## src/rtl/fetch_ctrl.sv

```systemverilog
// Instruction fetch controller: issues sram-like requests, tracks the single outstanding
// response, and drops responses that belong to a flushed fetch.
module fetch_ctrl (
  input  logic clk,
  input  logic resetn,
  input  logic if_fetch_en,
  input  logic inst_addr_ok,
  input  logic inst_data_ok,
  input  logic down_stall,
  input  logic exc_flush,
  input  logic bp_fail,
  output logic inst_req,
  output logic inst_valid,
  output logic seg_stall,
  output logic seg_refresh,
  output logic fail_flushed,
  output logic busy
);

  localparam logic [1:0] StIdle = 2'd0;
  localparam logic [1:0] StReq  = 2'd1;
  localparam logic [1:0] StResp = 2'd2;
  localparam logic [1:0] StHold = 2'd3;

  logic [1:0] state_q, state_d;
  logic       drop_q, drop_d;
  logic       fail_q;
  logic       flush;
  logic [1:0] resume;

  assign flush  = exc_flush | bp_fail;
  assign resume = if_fetch_en ? StReq : StIdle;

  always_comb begin
    state_d = state_q;
    drop_d  = drop_q;
    case (state_q)
      StIdle: state_d = resume;
      StReq: begin
        // The request stays up until accepted; a flush only marks its response for discard.
        if (flush) drop_d = 1'b1;
        if (inst_addr_ok) state_d = StResp;
      end
      StResp: begin
        if (inst_data_ok) begin
          drop_d = 1'b0;
          if (!drop_q && !flush && down_stall) state_d = StHold;
          else                                 state_d = resume;
        end else if (flush) begin
          drop_d = 1'b1;
        end
      end
      StHold: begin
        if (flush || !down_stall) state_d = resume;
      end
      default: state_d = StIdle;
    endcase
  end

  always_ff @(posedge clk or negedge resetn) begin
    if (!resetn) begin
      state_q <= StIdle;
      drop_q  <= 1'b0;
      fail_q  <= 1'b0;
    end else begin
      state_q <= state_d;
      drop_q  <= drop_d;
      fail_q  <= bp_fail;
    end
  end

  assign inst_req     = (state_q == StReq);
  assign busy         = (state_q == StReq) || (state_q == StResp);
  assign inst_valid   = (state_q == StResp) & inst_data_ok & ~drop_q & ~flush;
  assign fail_flushed = fail_q;
  // Reset forces a refresh so the IF/PD register never holds stale data across reset.
  assign seg_refresh  = flush | ~resetn;
  assign seg_stall    = ~seg_refresh & (down_stall | ((state_q != StHold) & ~inst_valid));

endmodule

```

## config.mk

```make
export PLATFORM = sky130hd
export DESIGN_NAME = fetch_ctrl
export DESIGN_NICKNAME = d
export VERILOG_FILES = /design/src/rtl/fetch_ctrl.sv
export SDC_FILE = /design/constraint.sdc
export NUM_CORES = 1
export LEC_CHECK = 0
export BUFFER_PORTS_ARGS = -buffer_cell sky130_fd_sc_hd__clkbuf_2
export CORE_AREA = 2 2 39 41
export DETAILED_ROUTE_END_ITERATION = 10
export DIE_AREA = 0 0 41 43
export MAX_ROUTING_LAYER = met4
export PLACE_DENSITY = 0.54
export SYNTH_ARGS = -nofsm -noshare
export SYNTH_HDL_FRONTEND = slang
export SYNTH_SLANG_ARGS = --single-unit
export TNS_END_PERCENT = 30
```

## constraint.sdc

```tcl
create_clock -name clk -period 1.55 [get_ports clk]
set_clock_uncertainty 0.15 [all_clocks]
set_input_delay 0.0775 -clock clk [delete_from_list [all_inputs] [get_ports clk]]
set_output_delay 0.0775 -clock clk [all_outputs]
set_load 0.02 [all_outputs]
```

# == Word-level counts from Yosys, hierarchy flattened ==
# Index checks and enable logic that the tools add are counted.
# word_totals
ff_bits,4
out_inout_bits,6
elab_cells,42
# op_classes
n_eq_ne,7
muxes,9
bitwise,13
reduce_logical,10
# op_table
op,count
2-to-1 mux 2 bit,4
"!= test 2 bit, second input constant",4
one-hot mux 2 bit (4 select lines),1
AND 1 bit,5
inverter 1 bit,5
"== test 2 bit, second input constant",2
zero test 1 bit,3
2-to-1 mux 1 bit,3
bitwise OR 1 bit,3
AND reduction 3 bit,1
"== test 2 x 1 -> 1 bit, second input constant",1
logical AND 1 bit,2
zero test 2 bit,1
logical OR 1 bit,2
one-hot mux 1 bit (2 select lines),1
nonzero test 2 bit,1

# == Depth between registers and ports, before layout ==
# Gate-level depths: netlist (run 1).
# logic_depth
depth_word,8
ltp_mapped,5

# == Worst setup path after synthesis (run 1) ==
# OpenSTA, ideal clock, no wires.
# synth_path
kind,register to output
startpoint,reg state_q[0]
endpoint,out inst_valid
arrival_time_ns,1.348
slack_ns,-0.025
stages_incl_launch_ff,5
path_buffers,0
cell_sequence,dfrtp_1 > inv_1 > ha_1 > nand2_1 > nor4_1
# synth_via
elab_chain_cells,4
# synth_rtl
element,line_no,rtl
"start, declared",25,"logic [1:0] state_q, state_d;"
"start signal, assigned",62,state_q <= StIdle;
"start signal, assigned",66,state_q <= state_d;
== test 2 bit,74,assign inst_valid = (state_q == StResp) & inst_data_ok & ~drop_q & ~flush;
AND 1 bit (3 in a row),74,
"end, declared",13,"output logic inst_valid,"
# Every way passes these cells.

# == Worst setup path in the final report (run 1) ==
# layout_path
startpoint,reg state_q[0]
endpoint,out seg_stall
# layout_via
elab_chain_cells,8
word_cells_on_any_way,9
classes_between,2 x eq/ne; 7 x bitwise
# layout_rtl
element,line_no,rtl
== test 2 bit,74,
AND 1 bit (3 in a row),74,
inverter 1 bit,78,assign seg_stall = ~seg_refresh & (down_stall | ((state_q != StHold) & ~inst_valid));
AND 1 bit (*),78,
bitwise OR 1 bit (*),78,
AND 1 bit (*),78,
"end, declared",14,"output logic seg_stall,"
# Mark *: on every way between the ends. The rest lies on a longest branch, timed or not.

==> results of run 1 <==
## registers in the layout, indices dropped and copies added (netlist names)
signal	cells
state_q	2
drop_q	1
fail_flushed	1
## timing repair
action	4_1_cts	5_1_grt
endpoints found under the setup margin	2	3
resized for setup	8	4
setup buffers	0	1
pin swaps	1	1
hold buffers	3	0
endpoints found under the hold margin	6	0
## cells by family after synthesis
family	Yosys count	share of synthesized area
AND/OR/NAND/NOR	11	0.2600
AO/OA/AOI/OAI	8	0.1894
buffers and inverters	5	0.06609
flip-flops	4	0.3524
adder cells (fa/ha/maj)	3	0.1322
## routing by layer
layer	global-route usage	wire (µm)	vias up
li1	-	-	161
met1	0.1032	278	153
met2	0.1438	345	12
met3	0.06283	78	0
met4	0.04000	0	0
met5	-	0	-
## report_power, final
| group | total (µW) | switching [µW] | internal (µW) |
|---|---|---|---|
| combinational | 437 | 224 | 213 |
| clock | 128 | 41.3 | 86.4 |
| sequential | 177 | 38.8 | 138 |
## synth_stat cells (2+ instances only)
master / instances
a21oi_1: 3
nand2_1: 2
nor2_1: 2
inv_1: 5
o22ai_1: 2
ha_1: 3
dfrtp_1: 4
## stage by stage
| stage | std cells | total power (µW) | cell area [µm²] | worst slack (ns) |
|---|---|---|---|---|
| global route | 70 | 807.4 | 501.7 | -0.1234 |
| CTS | 69 | 714.3 | 480.5 | -0.06649 |
| floorplan | 31 | 404.8 | 290.3 | 0.1469 |
| global placement | 63 | 527.5 | 397.9 | 0.07668 |
| finish | 70 | 741.8 | 501.7 | -0.05279 |
| detailed placement | 63 | 526.0 | 397.9 | 0.08184 |
## final cells by class
type / instances / area (µm²) / area share
inverter: 5 / 18.77 / 0.03741
timing repair buffer: 20 / 130.1 / 0.2594
multi-input combinational: 22 / 210.2 / 0.4190
tap: 16 / 20.02 / 0.03990
sequential: 4 / 100.1 / 0.1995
clock buffer: 3 / 22.52 / 0.04489
## path summary, 6_finish.rpt
| kind | to | from | cells after the start |
|---|---|---|---|
| worst max-delay path | seg_stall | state_q[0] | 6 |
| worst min-delay path | drop_q | resetn | 2 |
| worst max register to register | state_q[0] | state_q[0] | 5 |
| worst min register to register | state_q[1] | state_q[1] | 2 |
| max in group asynchronous | state_q[1] | resetn | 2 |
| min in group clk | drop_q | inst_data_ok | 4 |
## worst max-delay path: cells and delay by family (launching register included)
kind            cells  cell delay [ns]
buf+inv             2             0.26
simple gates        1             0.06
fa+ha+maj           1             0.14
compound gates      2             0.31
flops               1             0.38
==> impl_metrics.ini, run 1 <==
[layout]
n_fill_cell = 138
final_core_util = 0.3626
final_common_cell = clkbuf_2
synthToLayoutAreaGrowth_pct = 76.65
final_layout_size_suffix_gt1_frac = 0.5185
n_antenna_cell = 0
nets = 67
final_cell_mix = 11 x clkbuf_2, 6 x buf_4, 4 x inv_1, 4 x dfrtp_1

[grt]
globalRouteOverflowTotal = 0
grt_max_degree = 7
grt_antenna_before_repair = 0
grt_pass1_vias = 296
grt_pass1_wl_mm = 1.117
grt_usage = 0.09887

[worst_setup_path]
crit_type = reg2out
ff2ff_setup_slack_ns = 0.14
cp-end-kind = output pin
start_kind = register
critPathMaxStageDelay_ns = 0.38
worst_ep_required_time_ns = 1.32
worstPathArrival_ns = 1.38
path_max_fanout = 3
slowest_stage = dfrtp_1
path_cells = inv_2 -> ha_4 -> nand2_2 -> o41ai_2 -> a21oi_1 -> buf_4

[synth]
ys_ff_latch = 4
netlist_area_um2 = 284.0
ys.flop_type = dfrtp_1
synth-edff-count = 0
yosysWarnings = 0
synthArstFlopShare = 1.000
synthCells = 31
synth_largest_area_cell = dfrtp_1
postSynthAreaPerCell_um2 = 9.162
synth_top_area_share = 0.3524
netlist_top_cells_area = dfrtp_1 35%, ha_1 13%, inv_1 6.6%
synth_nets = 42
seq_area_frac_synth = 0.3524
yosys.cell_types.count = 17

[detailed_routing]
remaining_drc_errors = 0
drt_iter0_drc = 3
vias_per_cell = 4.657
wl_um = 702
vias = 326
drt-pass1-iter-count = 4
postRouteAntennaNets = 0
wl_per_cell_um = 10.03

[clocking]
root_buffer = clkbuf_4
h-tree-depth = 1
ctsLongestPathBuffers = 2
worstSkewPairLatency_ns = 0.24
clk_pin_slew_ns = 0.04
cts_buffers = 3
cts_tree = yes
clkSinkCount = 4

[sta]
clock.fmax_mhz = 623.9
fin_tns_setup_ns = -0.05898
slew-limit-headroom = 0.8320
hold_viol = 0
finalSetupViolCount = 2
rsz0062_at_grt = true
fin_crit_ns = 1.603
maxSlewViolCount = 0
whs_ns = 0.02692
worst_pin_slew_ns = 0.2493
finalCritPeriodShare = 1.034
setup_slack_ns = -0.05279

[place]
gp_congestion = 0.6717
hpwl_um = 535.8
port_buffers = 13

[floorplanning]
die_h_um = 43
start_util = 0.2052
rows = 14
die_area_mm2 = 0.001763
io_pins = 14
die-width_um = 41
core-area_mm2 = 0.001384

[power_and_ir_drop]
power.density_mw_per_mm2 = 1479
vdd_drop_max_v = 0.0007569
p_leak_uw = 0.0002310

[outcome]
violations = setup timing
status = finished, violations left

[hold_path]
hp-class = in2async

[run]
drv_cap = 0
No activity file was read; power rests on OpenSTA's default activity.
==> run 2: changes to the inputs <==
--- a/config.mk
+++ b/config.mk
@@ -5,12 +5,12 @@
 export SDC_FILE = /design/constraint.sdc
 export NUM_CORES = 1
 export LEC_CHECK = 0
-export BUFFER_PORTS_ARGS = -buffer_cell sky130_fd_sc_hd__clkbuf_2
 export CORE_AREA = 2 2 39 41
 export DETAILED_ROUTE_END_ITERATION = 10
 export DIE_AREA = 0 0 41 43
+export DONT_BUFFER_PORTS = 1
 export MAX_ROUTING_LAYER = met4
-export PLACE_DENSITY = 0.54
+export PLACE_DENSITY = 0.31
 export SYNTH_ARGS = -nofsm -noshare
 export SYNTH_HDL_FRONTEND = slang
 export SYNTH_SLANG_ARGS = --single-unit
==> impl_metrics.ini, run 2 (same netlist as run 1, synthesis figures left out) <==
[power_and_ir_drop]
power_uw = 756.1
vdd_drop_max_v = 0.0005389
p_leak_uw = 0.0002017
power.density_mw_per_mm2 = 1574

[grt]
grt_pass1_vias = 339
grt_max_degree = 7
grt_usage = 0.1061
grt_pass1_wl_mm = 1.235
grt_antenna_before_repair = 0
globalRouteOverflowTotal = 0

[worst_setup_path]
cp-end-kind = output pin
ff2ff_setup_slack_ns = 0.01
worst_ep_required_time_ns = 1.32
start_kind = register
path_max_fanout = 2
path_cells = inv_2 -> ha_4 -> nand2_2 -> o41ai_2 -> a21oi_1 -> buf_4
crit_type = reg2out
critPathMaxStageDelay_ns = 0.38
regToRegEndpoint = state_q[0]
slowest_stage = dfrtp_1
worstRegToRegCells = 6
worstPathArrival_ns = 1.39
r2r-start = state_q[0]

[hold_path]
whs_endpoint = state_q[0]
worstHoldStart = bp_fail
whs_path_depth = 3
hp-class = in2reg

[layout]
finalNonFillerCells = 62
final_cell_mix = 7 x buf_4, 5 x dlygate4sd3_1, 4 x inv_1, 4 x dfrtp_1
largest_register = state_q
final_layout_size_suffix_gt1_frac = 0.4130
register_area_um2 = 100.1
multi_input_area_um2 = 216.5
final_common_cell = buf_4
largest_reg_flops = 2
n_fill_cell = 145
nets = 59
synthToLayoutAreaGrowth_pct = 69.16
n_antenna_cell = 0

[sta]
fin_tns_setup_ns = -0.08389
finalSetupViolCount = 2
setup_slack_ns = -0.06853
hold_viol = 0
whs_ns = 0.02178
fin_crit_ns = 1.619
clock.fmax_mhz = 617.8
rsz0062_at_grt = true
finalCritPeriodShare = 1.044
slew-limit-headroom = 0.7824
worst_pin_slew_ns = 0.3255
maxSlewViolCount = 0

[floorplanning]
start_util = 0.2052
die-width_um = 41
die_area_mm2 = 0.001763
io_pins = 14
die_h_um = 43
rows = 14
core-area_mm2 = 0.001384

[place]
gp_congestion = 0.6730
dp_cells = 53
port_buffers = 0
hpwl_um = 653.9
place_ws_ns = 0.003454

[clocking]
root_buffer = clkbuf_4
clk_pin_slew_ns = 0.03
cts_tree = yes
clkSinkCount = 4
worstSkewPairLatency_ns = 0.23
cts_buffers = 3
ctsLongestPathBuffers = 2
h-tree-depth = 1

[detailed_routing]
postRouteAntennaNets = 0
drt-pass1-iter-count = 2
vias = 298
wl_per_cell_um = 13.19
wl_um = 818
vias_per_cell = 4.806
drt_iter0_drc = 2
remaining_drc_errors = 0

[run]
drv_cap = 0

[outcome]
status = finished, violations left
violations = setup timing
==> run 2: worst max-delay path by stage <==
stage / startpoint / to / slack, ns / cells after the start
after detailed placement: state_q[0] / seg_stall / 0.003 / 6
after global routing: state_q[0] / seg_stall / -0.14 / 6
after global placement: state_q[0] / state_q[1] / 0.05 / 5
final: state_q[0] / seg_stall / -0.07 / 6
after CTS: state_q[0] / seg_stall / -0.07 / 6
after floorplan: state_q[0] / seg_stall / 0.15 / 5
==> run 2: power breakdown <==
group	internal (µW)	total, µW	switching (µW)
clock network	86.4	126	40.0
registers	138	180	41.7
logic	221	450	229
total	446	756	310
==> run 2: repair_timing <==
action / CTS / global route
hold endpoints to repair: 7 / 0
endpoints found under the setup margin: 2 / 4
setup buffers: 1 / 0
resized for setup: 6 / 3
hold buffers: 5 / 0
==> run 2: stage by stage <==
step,area [µm²],util
floorplan,290.3,-
global placement,355.3,0.2568
detailed placement,355.3,0.2568
CTS,460.4,0.3327
global route,480.5,0.3472
finish,480.5,0.3472
==> run 2: area by class of cell <==
| type | instances | share of cell area |
|---|---|---|
| well taps | 16 | 0.04167 |
| inverters | 5 | 0.03906 |
| multi-input cells | 22 | 0.4505 |
| flip-flops and latches | 4 | 0.2083 |
| clock buffers | 3 | 0.04687 |
| repair buffers | 12 | 0.2135 |
==> run 2: layer usage <==
layer,up-vias,share of wire,GRT usage
met5,-,0,-
met4,0,0,0.02000
met3,0,0.093,0.04712
met2,15,0.49,0.1688
met1,139,0.41,0.1194
li1,144,-,-
==> run 2: worst max-delay path, delay by kind of cell (launching register included) <==
family          cells  cell delay [ns]
compound gates      2             0.33
fa+ha+maj           1             0.14
buf+inv             2             0.24
flops               1             0.38
simple gates        1             0.06
==> run 3: changes to the inputs <==
--- a/config.mk
+++ b/config.mk
@@ -5,10 +5,12 @@
 export SDC_FILE = /design/constraint.sdc
 export NUM_CORES = 1
 export LEC_CHECK = 0
+export CAP_MARGIN = 10
 export CORE_AREA = 2 2 39 41
 export DETAILED_ROUTE_END_ITERATION = 10
 export DIE_AREA = 0 0 41 43
 export DONT_BUFFER_PORTS = 1
+export HOLD_SLACK_MARGIN = 0.05
 export MAX_ROUTING_LAYER = met4
 export PLACE_DENSITY = 0.31
 export SYNTH_ARGS = -nofsm -noshare
==> impl_metrics.ini, run 3 (same netlist as run 1, synthesis figures left out) <==
[outcome]
status = finished, violations left
violations = setup timing

[layout]
final_cell_mix = 7 x buf_4, 6 x dlygate4sd3_1, 4 x inv_1, 4 x dfrtp_1
nets = 60
register_area_um2 = 100.1
n_antenna_cell = 0
finalNonFillerCells = 63
largest_register = state_q
multi_input_area_um2 = 216.5
final_core_util = 0.3544
n_fill_cell = 143
final_layout_size_suffix_gt1_frac = 0.4043
largest_reg_flops = 2
synthToLayoutAreaGrowth_pct = 72.69
final_common_cell = buf_4

[place]
gp_congestion = 0.6730
dp_cells = 53
place_ws_ns = 0.003454
hpwl_um = 653.9
port_buffers = 0

[grt]
grt_pass1_vias = 350
grt_antenna_before_repair = 0
grt_pass1_wl_mm = 1.262
globalRouteOverflowTotal = 0
grt_usage = 0.1092
grt_max_degree = 6

[clocking]
h-tree-depth = 1
worstSkewPairLatency_ns = 0.23
ctsLongestPathBuffers = 2
cts_buffers = 3
clkSinkCount = 4
hold_buffers = 6
cts_tree = yes
root_buffer = clkbuf_4
clk_pin_slew_ns = 0.04

[floorplanning]
die-width_um = 41
io_pins = 14
rows = 14
core-area_mm2 = 0.001384
start_util = 0.2052
die_h_um = 43
die_area_mm2 = 0.001763

[power_and_ir_drop]
power_frac_clock = 0.166
p_leak_uw = 0.0002058
pwr-share-comb = 0.597
power.density_mw_per_mm2 = 1550
vdd_drop_max_v = 0.0005376
switching_share = 0.4110
power.internal_uw = 447.7
pwr-share-seq = 0.236
p_switching_uw = 312.5

[detailed_routing]
wl_met2_um = 417
drt-met1-wl_um = 364
remaining_drc_errors = 0
postRouteAntennaNets = 0
drt_iter0_drc = 2
vias = 308
vias_per_cell = 4.889
drt-pass1-iter-count = 2
wl_um = 854
met3_length_um = 72
dr.max_layer_used = met3
wl_per_cell_um = 13.56

[worst_setup_path]
crit_type = reg2out
cp.depth = 6
slowest_stage = dfrtp_1
worst_ep_required_time_ns = 1.32
path_buf_inv = 2
critPathLaunch = state_q[0]
critPathTopFamily = flip-flops
worstPathArrival_ns = 1.39
path_max_fanout = 2
r2r-start = state_q[0]
cp-end-kind = output pin
cp-endpoint = seg_stall
start_kind = register
critPathMaxStageDelay_ns = 0.38
path_cells = inv_2 -> ha_4 -> nand2_2 -> o41ai_2 -> a21oi_1 -> buf_4
worstRegToRegCells = 6
regToRegEndpoint = state_q[0]
ff2ff_setup_slack_ns = 0.01

[sta]
rsz0062_at_grt = true
slew-limit-headroom = 0.7837
clock.fmax_mhz = 618.0
finalCritPeriodShare = 1.044
maxSlewViolCount = 0
hold_viol = 0
worst_pin_slew_ns = 0.3236
setup_slack_ns = -0.06814
fin_crit_ns = 1.618
finalSetupViolCount = 2

[hold_path]
hp-class = in2reg
whs_path_depth = 3

[run]
drv_cap = 0
## run 3: cell count changes in the layout (fill, tap and decap cells not counted), sizes merged
cell,delta
dlygate4sd3,+1
## run 3: how the worst min path moves through the flow
| stage | start | end |
|---|---|---|
| floorplan | resetn | drop_q |
| global placement | resetn | drop_q |
| detailed placement | resetn | drop_q |
| CTS | inst_data_ok | drop_q |
| global route | inst_data_ok | drop_q |
| finish | inst_data_ok | drop_q |
## run 3: routing by layer
metal | GRT usage | up-vias
met3 | 0.04712 | 0
met1 | 0.1194 | 146
met2 | 0.1781 | 16
li1 | - | 146
met5 | - | -
met4 | 0.02000 | 0
## run 3: layout make-up
cell class / count / area share
sequential: 4 / 0.2041
tap: 16 / 0.04082
timing repair buffer: 13 / 0.2296
clock buffer: 3 / 0.04592
inverter: 5 / 0.03827
multi-input combinational: 22 / 0.4413
## run 3: tightest hold or removal path, stage by stage
cell	delay [ns]
nand2_2	0.06
buf_4	0.13
o22a_1	0.13
## run 3: what timing repair did
item,4_1_cts,5_1_grt
gates resized for setup,6,3
pin swaps,0,0
hold endpoints to repair,8,1
endpoints found under the setup margin,2,4
setup buffers,1,0
## run 3: power by group through the flow
| stage | clock [µW] | sequential, µW | combinational [µW] |
|---|---|---|---|
| finish | 127 | 180 | 454 |
| global route | 141 | 188 | 497 |
| CTS | 135 | 178 | 427 |
| floorplan | 0 | 166 | 239 |
| detailed placement | 0 | 172 | 363 |
| global placement | 0 | 170 | 356 |
## run 3: through the flow
step           TNS [ns]  instance area [µm²]  hold slack, ns  total power [µW]
6_report       -0.09358                490.5         0.04860             760.2
5_1_grt         -0.3137                490.5         0.04981             826.1
4_1_cts         -0.1381                470.5         0.02304             740.3
3_5_place_dp          0                355.3         -0.3679             534.8
3_3_place_gp          0                355.3         -0.3679             526.2
2_1_floorplan         0                290.3         -0.3681             404.8
